===== src/rtl/frv_asi_issue_if.sv =====
// Issue-side bundle for frv_asi_issue: upstream op handshake, frv_asi
// request/response and writeback handshake. The issue wrapper uses the
// slave view; whatever drives ops and models frv_asi/writeback uses master.
interface frv_asi_issue_if #(
    parameter int XLEN = 32,
    parameter int OPW  = 5
);
    // Pipeline control
    logic            flush;

    // Upstream op from execute
    logic            s_valid;
    logic            s_ready;
    logic [OPW-1:0]  s_uop;
    logic [XLEN-1:0] s_rs1;
    logic [XLEN-1:0] s_rs2;
    logic [1:0]      s_shamt;
    logic [4:0]      s_rd;

    // Request/response with frv_asi
    logic            asi_valid;
    logic            asi_flush;
    logic            asi_ready;
    logic [OPW-1:0]  asi_uop;
    logic [XLEN-1:0] asi_rs1;
    logic [XLEN-1:0] asi_rs2;
    logic [1:0]      asi_shamt;
    logic [XLEN-1:0] asi_result;

    // Writeback
    logic            wb_valid;
    logic            wb_ready;
    logic [4:0]      wb_rd;
    logic [XLEN-1:0] wb_result;
    logic            wb_error;

    modport slave (
        input  flush,
        input  s_valid, s_uop, s_rs1, s_rs2, s_shamt, s_rd,
        output s_ready,
        output asi_valid, asi_flush, asi_uop, asi_rs1, asi_rs2, asi_shamt,
        input  asi_ready, asi_result,
        output wb_valid, wb_rd, wb_result, wb_error,
        input  wb_ready
    );

    modport master (
        output flush,
        output s_valid, s_uop, s_rs1, s_rs2, s_shamt, s_rd,
        input  s_ready,
        input  asi_valid, asi_flush, asi_uop, asi_rs1, asi_rs2, asi_shamt,
        output asi_ready, asi_result,
        input  wb_valid, wb_rd, wb_result, wb_error,
        output wb_ready
    );
endinterface


===== src/rtl/frv_asi_issue.sv =====
// Issue/writeback wrapper in front of frv_asi. Holds one op's operands
// stable while the unit works, bounds the wait with a timeout, and returns
// the result (or a timeout error) on a writeback handshake. Operand and
// result registers are cleared whenever they are not needed so that secret
// data never lingers or toggles on the idle buses.
module frv_asi_issue #(
    parameter int XLEN       = 32,
    parameter int OPW        = 5,
    parameter int TMO_CYCLES = 16
) (
    input  logic          g_clk,
    input  logic          g_reset,
    frv_asi_issue_if.slave bus
);

    localparam int CW = $clog2(TMO_CYCLES) + 1;
    localparam logic [CW-1:0] CNT_LAST = CW'(TMO_CYCLES - 1);

    typedef enum logic [1:0] {
        ST_IDLE = 2'd0,
        ST_BUSY = 2'd1,
        ST_DONE = 2'd2
    } state_e;

    state_e          state_q,     state_d;
    logic [CW-1:0]   cnt_q,       cnt_d;
    logic [OPW-1:0]  uop_q,       uop_d;
    logic [XLEN-1:0] rs1_q,       rs1_d;
    logic [XLEN-1:0] rs2_q,       rs2_d;
    logic [1:0]      shamt_q,     shamt_d;
    logic [4:0]      rd_q,        rd_d;
    logic [4:0]      wb_rd_q,     wb_rd_d;
    logic [XLEN-1:0] wb_result_q, wb_result_d;
    logic            wb_error_q,  wb_error_d;

    logic accept;
    logic timeout;

    // Handshake qualifiers shared by the next-state and output logic. A
    // result arriving on the last permitted cycle beats the timeout.
    always_comb begin
        accept  = bus.s_valid && !bus.flush &&
                  ((state_q == ST_IDLE) || ((state_q == ST_DONE) && bus.wb_ready));
        timeout = (state_q == ST_BUSY) && (cnt_q == CNT_LAST) && !bus.asi_ready;
    end

    // State and datapath registers; reset returns straight to IDLE with
    // everything cleared, so no abort pulse is generated on reset.
    always_ff @(posedge g_clk or posedge g_reset) begin
        if (g_reset) begin
            state_q     <= ST_IDLE;
            cnt_q       <= '0;
            uop_q       <= '0;
            rs1_q       <= '0;
            rs2_q       <= '0;
            shamt_q     <= '0;
            rd_q        <= '0;
            wb_rd_q     <= '0;
            wb_result_q <= '0;
            wb_error_q  <= 1'b0;
        end else begin
            state_q     <= state_d;
            cnt_q       <= cnt_d;
            uop_q       <= uop_d;
            rs1_q       <= rs1_d;
            rs2_q       <= rs2_d;
            shamt_q     <= shamt_d;
            rd_q        <= rd_d;
            wb_rd_q     <= wb_rd_d;
            wb_result_q <= wb_result_d;
            wb_error_q  <= wb_error_d;
        end
    end

    // Next state and next register contents; flush overrides everything.
    always_comb begin
        state_d     = state_q;
        cnt_d       = cnt_q;
        uop_d       = uop_q;
        rs1_d       = rs1_q;
        rs2_d       = rs2_q;
        shamt_d     = shamt_q;
        rd_d        = rd_q;
        wb_rd_d     = wb_rd_q;
        wb_result_d = wb_result_q;
        wb_error_d  = wb_error_q;

        if (bus.flush) begin
            // Kill the op and any pending writeback; a same-cycle result is dropped.
            state_d     = ST_IDLE;
            cnt_d       = '0;
            uop_d       = '0;
            rs1_d       = '0;
            rs2_d       = '0;
            shamt_d     = '0;
            rd_d        = '0;
            wb_rd_d     = '0;
            wb_result_d = '0;
            wb_error_d  = 1'b0;
        end else begin
            case (state_q)
                ST_BUSY: begin
                    if (bus.asi_ready || timeout) begin
                        // Completion or abort: operands are no longer needed.
                        state_d     = ST_DONE;
                        cnt_d       = '0;
                        uop_d       = '0;
                        rs1_d       = '0;
                        rs2_d       = '0;
                        shamt_d     = '0;
                        rd_d        = '0;
                        wb_rd_d     = rd_q;
                        wb_result_d = bus.asi_ready ? bus.asi_result : '0;
                        wb_error_d  = !bus.asi_ready;
                    end else begin
                        cnt_d = cnt_q + CW'(1);
                    end
                end
                ST_DONE: begin
                    if (bus.wb_ready) begin
                        // Result handed over; scrub it before going idle.
                        state_d     = ST_IDLE;
                        wb_rd_d     = '0;
                        wb_result_d = '0;
                        wb_error_d  = 1'b0;
                    end
                end
                default: begin
                    state_d = ST_IDLE;
                end
            endcase

            // New op from IDLE, or back-to-back from DONE as the result leaves.
            if (accept) begin
                state_d = ST_BUSY;
                cnt_d   = '0;
                uop_d   = bus.s_uop;
                rs1_d   = bus.s_rs1;
                rs2_d   = bus.s_rs2;
                shamt_d = bus.s_shamt;
                rd_d    = bus.s_rd;
            end
        end
    end

    // Outputs: operand buses are forced to zero outside BUSY.
    always_comb begin
        bus.s_ready   = !g_reset && !bus.flush &&
                        ((state_q == ST_IDLE) || ((state_q == ST_DONE) && bus.wb_ready));
        bus.asi_valid = (state_q == ST_BUSY);
        bus.asi_flush = (state_q == ST_BUSY) && (bus.flush || timeout);
        bus.asi_uop   = (state_q == ST_BUSY) ? uop_q   : '0;
        bus.asi_rs1   = (state_q == ST_BUSY) ? rs1_q   : '0;
        bus.asi_rs2   = (state_q == ST_BUSY) ? rs2_q   : '0;
        bus.asi_shamt = (state_q == ST_BUSY) ? shamt_q : '0;
        bus.wb_valid  = (state_q == ST_DONE);
        bus.wb_rd     = wb_rd_q;
        bus.wb_result = wb_result_q;
        bus.wb_error  = wb_error_q;
    end

endmodule

===== src/flat_wrapper.sv =====
// flat-port wrapper written by rule: the top's interface ports become plain ports
module frv_asi_issue_flat 
#(
    parameter int XLEN       = 32,
    parameter int OPW        = 5,
    parameter int TMO_CYCLES = 16
)
  (g_clk, g_reset, bus_flush, bus_s_valid, bus_s_uop, bus_s_rs1, bus_s_rs2, bus_s_shamt, bus_s_rd, bus_s_ready, bus_asi_valid, bus_asi_flush, bus_asi_uop, bus_asi_rs1, bus_asi_rs2, bus_asi_shamt, bus_asi_ready, bus_asi_result, bus_wb_valid, bus_wb_rd, bus_wb_result, bus_wb_error, bus_wb_ready);
  frv_asi_issue_if #(.XLEN(XLEN), .OPW(OPW)) bus_i ();
  input  logic g_clk;
  input  logic g_reset;
  input wire logic [$bits(bus_i.flush)-1:0] bus_flush;
  input wire logic [$bits(bus_i.s_valid)-1:0] bus_s_valid;
  input wire logic [$bits(bus_i.s_uop)-1:0] bus_s_uop;
  input wire logic [$bits(bus_i.s_rs1)-1:0] bus_s_rs1;
  input wire logic [$bits(bus_i.s_rs2)-1:0] bus_s_rs2;
  input wire logic [$bits(bus_i.s_shamt)-1:0] bus_s_shamt;
  input wire logic [$bits(bus_i.s_rd)-1:0] bus_s_rd;
  output wire logic [$bits(bus_i.s_ready)-1:0] bus_s_ready;
  output wire logic [$bits(bus_i.asi_valid)-1:0] bus_asi_valid;
  output wire logic [$bits(bus_i.asi_flush)-1:0] bus_asi_flush;
  output wire logic [$bits(bus_i.asi_uop)-1:0] bus_asi_uop;
  output wire logic [$bits(bus_i.asi_rs1)-1:0] bus_asi_rs1;
  output wire logic [$bits(bus_i.asi_rs2)-1:0] bus_asi_rs2;
  output wire logic [$bits(bus_i.asi_shamt)-1:0] bus_asi_shamt;
  input wire logic [$bits(bus_i.asi_ready)-1:0] bus_asi_ready;
  input wire logic [$bits(bus_i.asi_result)-1:0] bus_asi_result;
  output wire logic [$bits(bus_i.wb_valid)-1:0] bus_wb_valid;
  output wire logic [$bits(bus_i.wb_rd)-1:0] bus_wb_rd;
  output wire logic [$bits(bus_i.wb_result)-1:0] bus_wb_result;
  output wire logic [$bits(bus_i.wb_error)-1:0] bus_wb_error;
  input wire logic [$bits(bus_i.wb_ready)-1:0] bus_wb_ready;
  assign bus_i.flush = bus_flush;
  assign bus_i.s_valid = bus_s_valid;
  assign bus_i.s_uop = bus_s_uop;
  assign bus_i.s_rs1 = bus_s_rs1;
  assign bus_i.s_rs2 = bus_s_rs2;
  assign bus_i.s_shamt = bus_s_shamt;
  assign bus_i.s_rd = bus_s_rd;
  assign bus_s_ready = bus_i.s_ready;
  assign bus_asi_valid = bus_i.asi_valid;
  assign bus_asi_flush = bus_i.asi_flush;
  assign bus_asi_uop = bus_i.asi_uop;
  assign bus_asi_rs1 = bus_i.asi_rs1;
  assign bus_asi_rs2 = bus_i.asi_rs2;
  assign bus_asi_shamt = bus_i.asi_shamt;
  assign bus_i.asi_ready = bus_asi_ready;
  assign bus_i.asi_result = bus_asi_result;
  assign bus_wb_valid = bus_i.wb_valid;
  assign bus_wb_rd = bus_i.wb_rd;
  assign bus_wb_result = bus_i.wb_result;
  assign bus_wb_error = bus_i.wb_error;
  assign bus_i.wb_ready = bus_wb_ready;
  frv_asi_issue #(.XLEN(XLEN), .OPW(OPW), .TMO_CYCLES(TMO_CYCLES)) u_core (.g_clk(g_clk), .g_reset(g_reset), .bus(bus_i));
endmodule

===== config.mk =====
export PLATFORM = sky130hd
export DESIGN_NAME = frv_asi_issue_flat
export DESIGN_NICKNAME = d
export VERILOG_FILES = /design/src/rtl/frv_asi_issue_if.sv /design/src/rtl/frv_asi_issue.sv /design/src/flat_wrapper.sv
export SDC_FILE = /design/constraint.sdc
export NUM_CORES = 1
export LEC_CHECK = 0
export BUFFER_PORTS_ARGS = -buffer_cell sky130_fd_sc_hd__buf_2
export CORE_UTILIZATION = 49
export DETAILED_ROUTE_END_ITERATION = 10
export GPL_TIMING_DRIVEN = 0
export PLACE_DENSITY = 0.8
export SYNTH_ARGS = -nofsm -noshare
export SYNTH_HDL_FRONTEND = slang
export SYNTH_SLANG_ARGS = --single-unit

===== constraint.sdc =====
create_clock -name g_clk -period 5.6 [get_ports g_clk]
set_clock_uncertainty 0.1 [all_clocks]
set_input_delay 1.12 -clock g_clk [delete_from_list [all_inputs] [get_ports g_clk]]
set_output_delay 1.12 -clock g_clk [all_outputs]
set_load 0.05 [all_outputs]

# After elaboration in Yosys (flattened, before gate mapping)
# Index checks and enable logic that the tools add are counted.
# classes
eq_ne,7
n_reduce_logical,21
mux,42
add_sub_neg,1
# ops
cell,count
$mux W32,12
$mux W5,14
$pmux W32 S2,1
$mux W2,9
$pmux W5 S2,1
$reduce_bool A3 Y1,3
$logic_and A1 B1 Y1,8
$ne A4 B2 Y1 const B,2
$ne A3 B2 Y1 const B,2
$add A5 B1 Y5 const B,1
$eq A5 B4 Y1 const B,1
$pmux W2 S2,1
$reduce_and A2 Y1,2
$logic_not A1 Y1,3
$logic_or A1 B1 Y1,3
$mux W1,3
$reduce_and A3 Y1,1
$eq A2 B1 Y1 const B,1
$eq A2 B2 Y1 const B,1
$logic_not A2 Y1,1
$pmux W1 S2,1
# word_totals
input_bits,114
reg_bits,121
wordCells,81

# Logic depth before layout (Yosys ltp)
# depth
depth_word,8
depth_mapped,8
mapped_depth_nobuf,6

# Least setup slack after synthesis
# Ideal clock, no wire load.
# synth_path
kind,input to output
start,input g_reset
end,output bus_s_ready
slack_ps,-19
cell_stages,2
arrival_time_ps,4399
path_buffers,0
required_time_ps,4380
path_cell_list,inv_1 and3_1
# synth_between
elab_chain_len,3
# synth_rtl
element,line,text
start: declaration,flat_wrapper.sv:11,input logic g_reset;
$logic_not A1 Y1 (no line),n/a,
$logic_and A1 B1 Y1 (2 in series),frv_asi_issue.sv:148,bus.s_ready = !g_reset && !bus.flush &&
end: declaration,flat_wrapper.sv:19,output wire logic [$bits(bus_i.s_ready)-1:0] bus_s_ready;
# No other way between the ends.

# Final worst setup path
# Same ends and word-level chain as after synthesis.

==> impl_metrics.tcl <==
set metrics [dict create \
    status "finished clean" \
    antenna_found_initial 0 \
    place_congestion 0.838 \
    synth_area_um2 5770 \
    dpl.hpwl_um 12000 \
    fp.dieH_um 111 \
    worst_ep_arrival_time_ns 2.84 \
    cp_max_fo 43 \
    comb_power_share_pct 14.2 \
    worst_pin_slew_ns 0.917 \
    rsz0062_at_grt "false" \
    coreArea_um2 11500 \
    overflow 0 \
    synth_area_leaders "dfrtp_1 52%, and4_1 12%, and2_1 7.7%" \
    worstSetupPathType "primary input to output port" \
    die_w_um 111 \
    synthArstFlopShare_pct 100 \
    timing.final.ws_setup_ns 1.54 \
    ctsResizeCount 0 \
    diodes 0 \
    clock-sinks 121 \
    grt_max_degree 44 \
    holdBufCountCts 0 \
    grt_pass1_vias 5303 \
    power.share.switching_pct 26.2 \
    power_leakage_nw 4.14 \
    die-area_um2 12200 \
    hold_viol 0 \
    via_per_inst 5.70 \
    reg2reg_setup_slack_ns 3.24 \
    p_seq_share_pct 37.2 \
    post_cts.repair.setup_buffers 0 \
    route.met2.wl_um 7930 \
    firstDrtPassIters 4 \
    finalWirelength_um 16300 \
    post-route-min-period_ns 4.06 \
    ir_drop_v 0.000180 \
    ant_nets 0 \
    clockRootBuffer "clkbuf_16" \
    synth.most_common_cell "dfrtp_1" \
    drt_iter0_drc 334 \
    wl_met3_um 1010 \
    insertion_delay_ns 0.41 \
    dp_slack_ns 1.45 \
    pwr-share-clk_pct 48.6 \
    synth-main-ff-cell "dfrtp_1" \
    holdWs_ns 0.390 \
    hp-class "flop to flop" \
    wl_met1_um 7120 \
    drc 0 \
    synth.distinct_cells 38 \
    synth_cells 486 \
    cts.htree.levels 4 \
    ys_warn_count 0 \
    synth_top_area_share_pct 52.5 \
    cts_tree "built" \
    synth_top_area_cell "dfrtp_1" \
    maxCapViolations 0 \
    nets 852 \
    cp-end-kind "output port" \
    initial_core_util_pct 50.3 \
    avgSynthCellArea_um2 11.9 \
    wire_per_inst_um 18.4 \
    synth_edf_count 0 \
    finalMaxSlewViolations 0 \
    synth_commonest_cells "121 x dfrtp_1, 76 x and4_1, 71 x and2_1" \
    clock_path_buffers 2 \
    yosysSeqAreaShare_pct 52.5 \
    fmax_mhz 247 \
    finalCritPeriodShare_pct 72.4 \
    groute.usage.overall_pct 28.0 \
    port_buffers 226 \
    top_layer_used "met4" \
    grt_pass1_wl_um 27100 \
    setup-violations-final 0 \
    cts_buffers 17 \
    num_rows 39 \
    startpoint_type "primary input" \
    final_layout_size_suffix_gt1_share_pct 44.4 \
    clkSlewWorstSetupHoldPaths_ns 0.06 \
    timing.slew.headroom_pct 38.7 \
    synth.net_count 605 \
    internal_power_mw 1.89 \
    ios 227 \
    p_sw_mw 0.671 \
    powerDensity_nw_per_um2 329 \
    areaGrowthSynthToFinish_pct 35.2 \
    vias 5068 \
    crit_required_ns 4.38 \
    synth_seq_cells 121 \
]
==> through the flow <==
stage               cell area, um2  setup TNS (ns)  total power [mW]  util, %  std cells
finish                        7800               0              2.56     68.0        889
global route                  7800               0              2.66     68.0        889
detailed placement            7130               0              1.33     62.1        857
global placement              7090         -0.0572              1.32     61.8        855
floorplan                     5780               0              1.21        -        486
CTS                           7800               0              2.59     68.0        889
==> layout by cell type (no fill, tap or decap), types with 2 or more instances in the layout <==
cell,synthesis,layout
clkbuf_16,0,17
buf_4,6,6
clkinv_4,0,6
inv_1,7,6
nand2_1,2,2
and3_1,2,2
and4_1,76,76
a31o_2,40,40
ha_1,5,5
buf_12,0,2
a31o_1,36,36
clkbuf_1,31,32
nand2b_1,2,2
bufinv_16,0,6
a21oi_1,4,4
buf_6,6,6
nor2_1,5,5
buf_2,12,238
dfrtp_1,121,121
and2_1,71,71
nand3_1,2,2
a22o_1,38,38
==> state kept, by name, summed over array words and instances (netlist names) <==
register	count
u_core.uop_q	5
u_core.rs2_q	32
u_core.bus.wb_rd	5
u_core.rd_q	5
u_core.bus.wb_error	1
u_core.rs1_q	32
u_core.shamt_q	2
u_core.state_q	2
u_core.bus.wb_result	32
u_core.cnt_q	5
==> per-layer routing <==
| metal | vias to the layer above | track usage, % |
|---|---|---|
| met5 | - | 0 |
| met4 | 0 | 7.91 |
| met3 | 27 | 8.12 |
| met2 | 221 | 47.1 |
| met1 | 2477 | 35.0 |
| li1 | 2343 | - |
==> logic make-up after synthesis <==
| family | synth area share, % |
|---|---|
| and+or+nand+nor | 21.9 |
| AOI/OAI and AO/OA | 18.8 |
| DFF | 52.5 |
| buffers and inverters | 5.53 |
| adders and majority gates | 1.08 |
| muxes | 0.173 |
==> critical path, stage by stage <==
cell	delay [ns]
buf_2	0.10
clkinvlp_4	0.71
buf_12	0.49
and3_1	0.19
buf_2	0.20
==> cell type report <==
class,count,area (um2)
Buffer,55,289
Clock buffer,18,429
Clock inverter,14,246
Fill cell,866,3670
Inverter,8,33.8
Multi-Input combinational cell,302,2420
Sequential cell,121,3030
Tap cell,143,179
Timing Repair Buffer,228,1170
==> worst paths after layout <==
check                                            start                                   end  cells past startpoint
max                                            g_reset                           bus_s_ready                      5
min                        u_core.rs1_q[6]$_DFFE_PP0P_           u_core.rs1_q[6]$_DFFE_PP0P_                      1
max reg2reg                u_core.cnt_q[0]$_DFFE_PP0P_           u_core.uop_q[2]$_DFFE_PP0P_                      8
min reg2reg                u_core.rs1_q[6]$_DFFE_PP0P_           u_core.rs1_q[6]$_DFFE_PP0P_                      1
max in group asynchronous                      g_reset          u_core.rs2_q[29]$_DFFE_PP0P_                      3
min in group asynchronous                      g_reset  u_core.bus.wb_result[25]$_DFFE_PP0P_                      2
==> power groups by stage <==
stage               clock network, mW  registers [mW]  logic [mW]
floorplan                           0           0.996       0.210
global placement                    0           0.964       0.354
detailed placement                  0           0.966       0.367
CTS                              1.27           0.952       0.368
global route                     1.31           0.958       0.395
finish                           1.25           0.952       0.365
No activity file was read; power rests on OpenSTA's default activity.
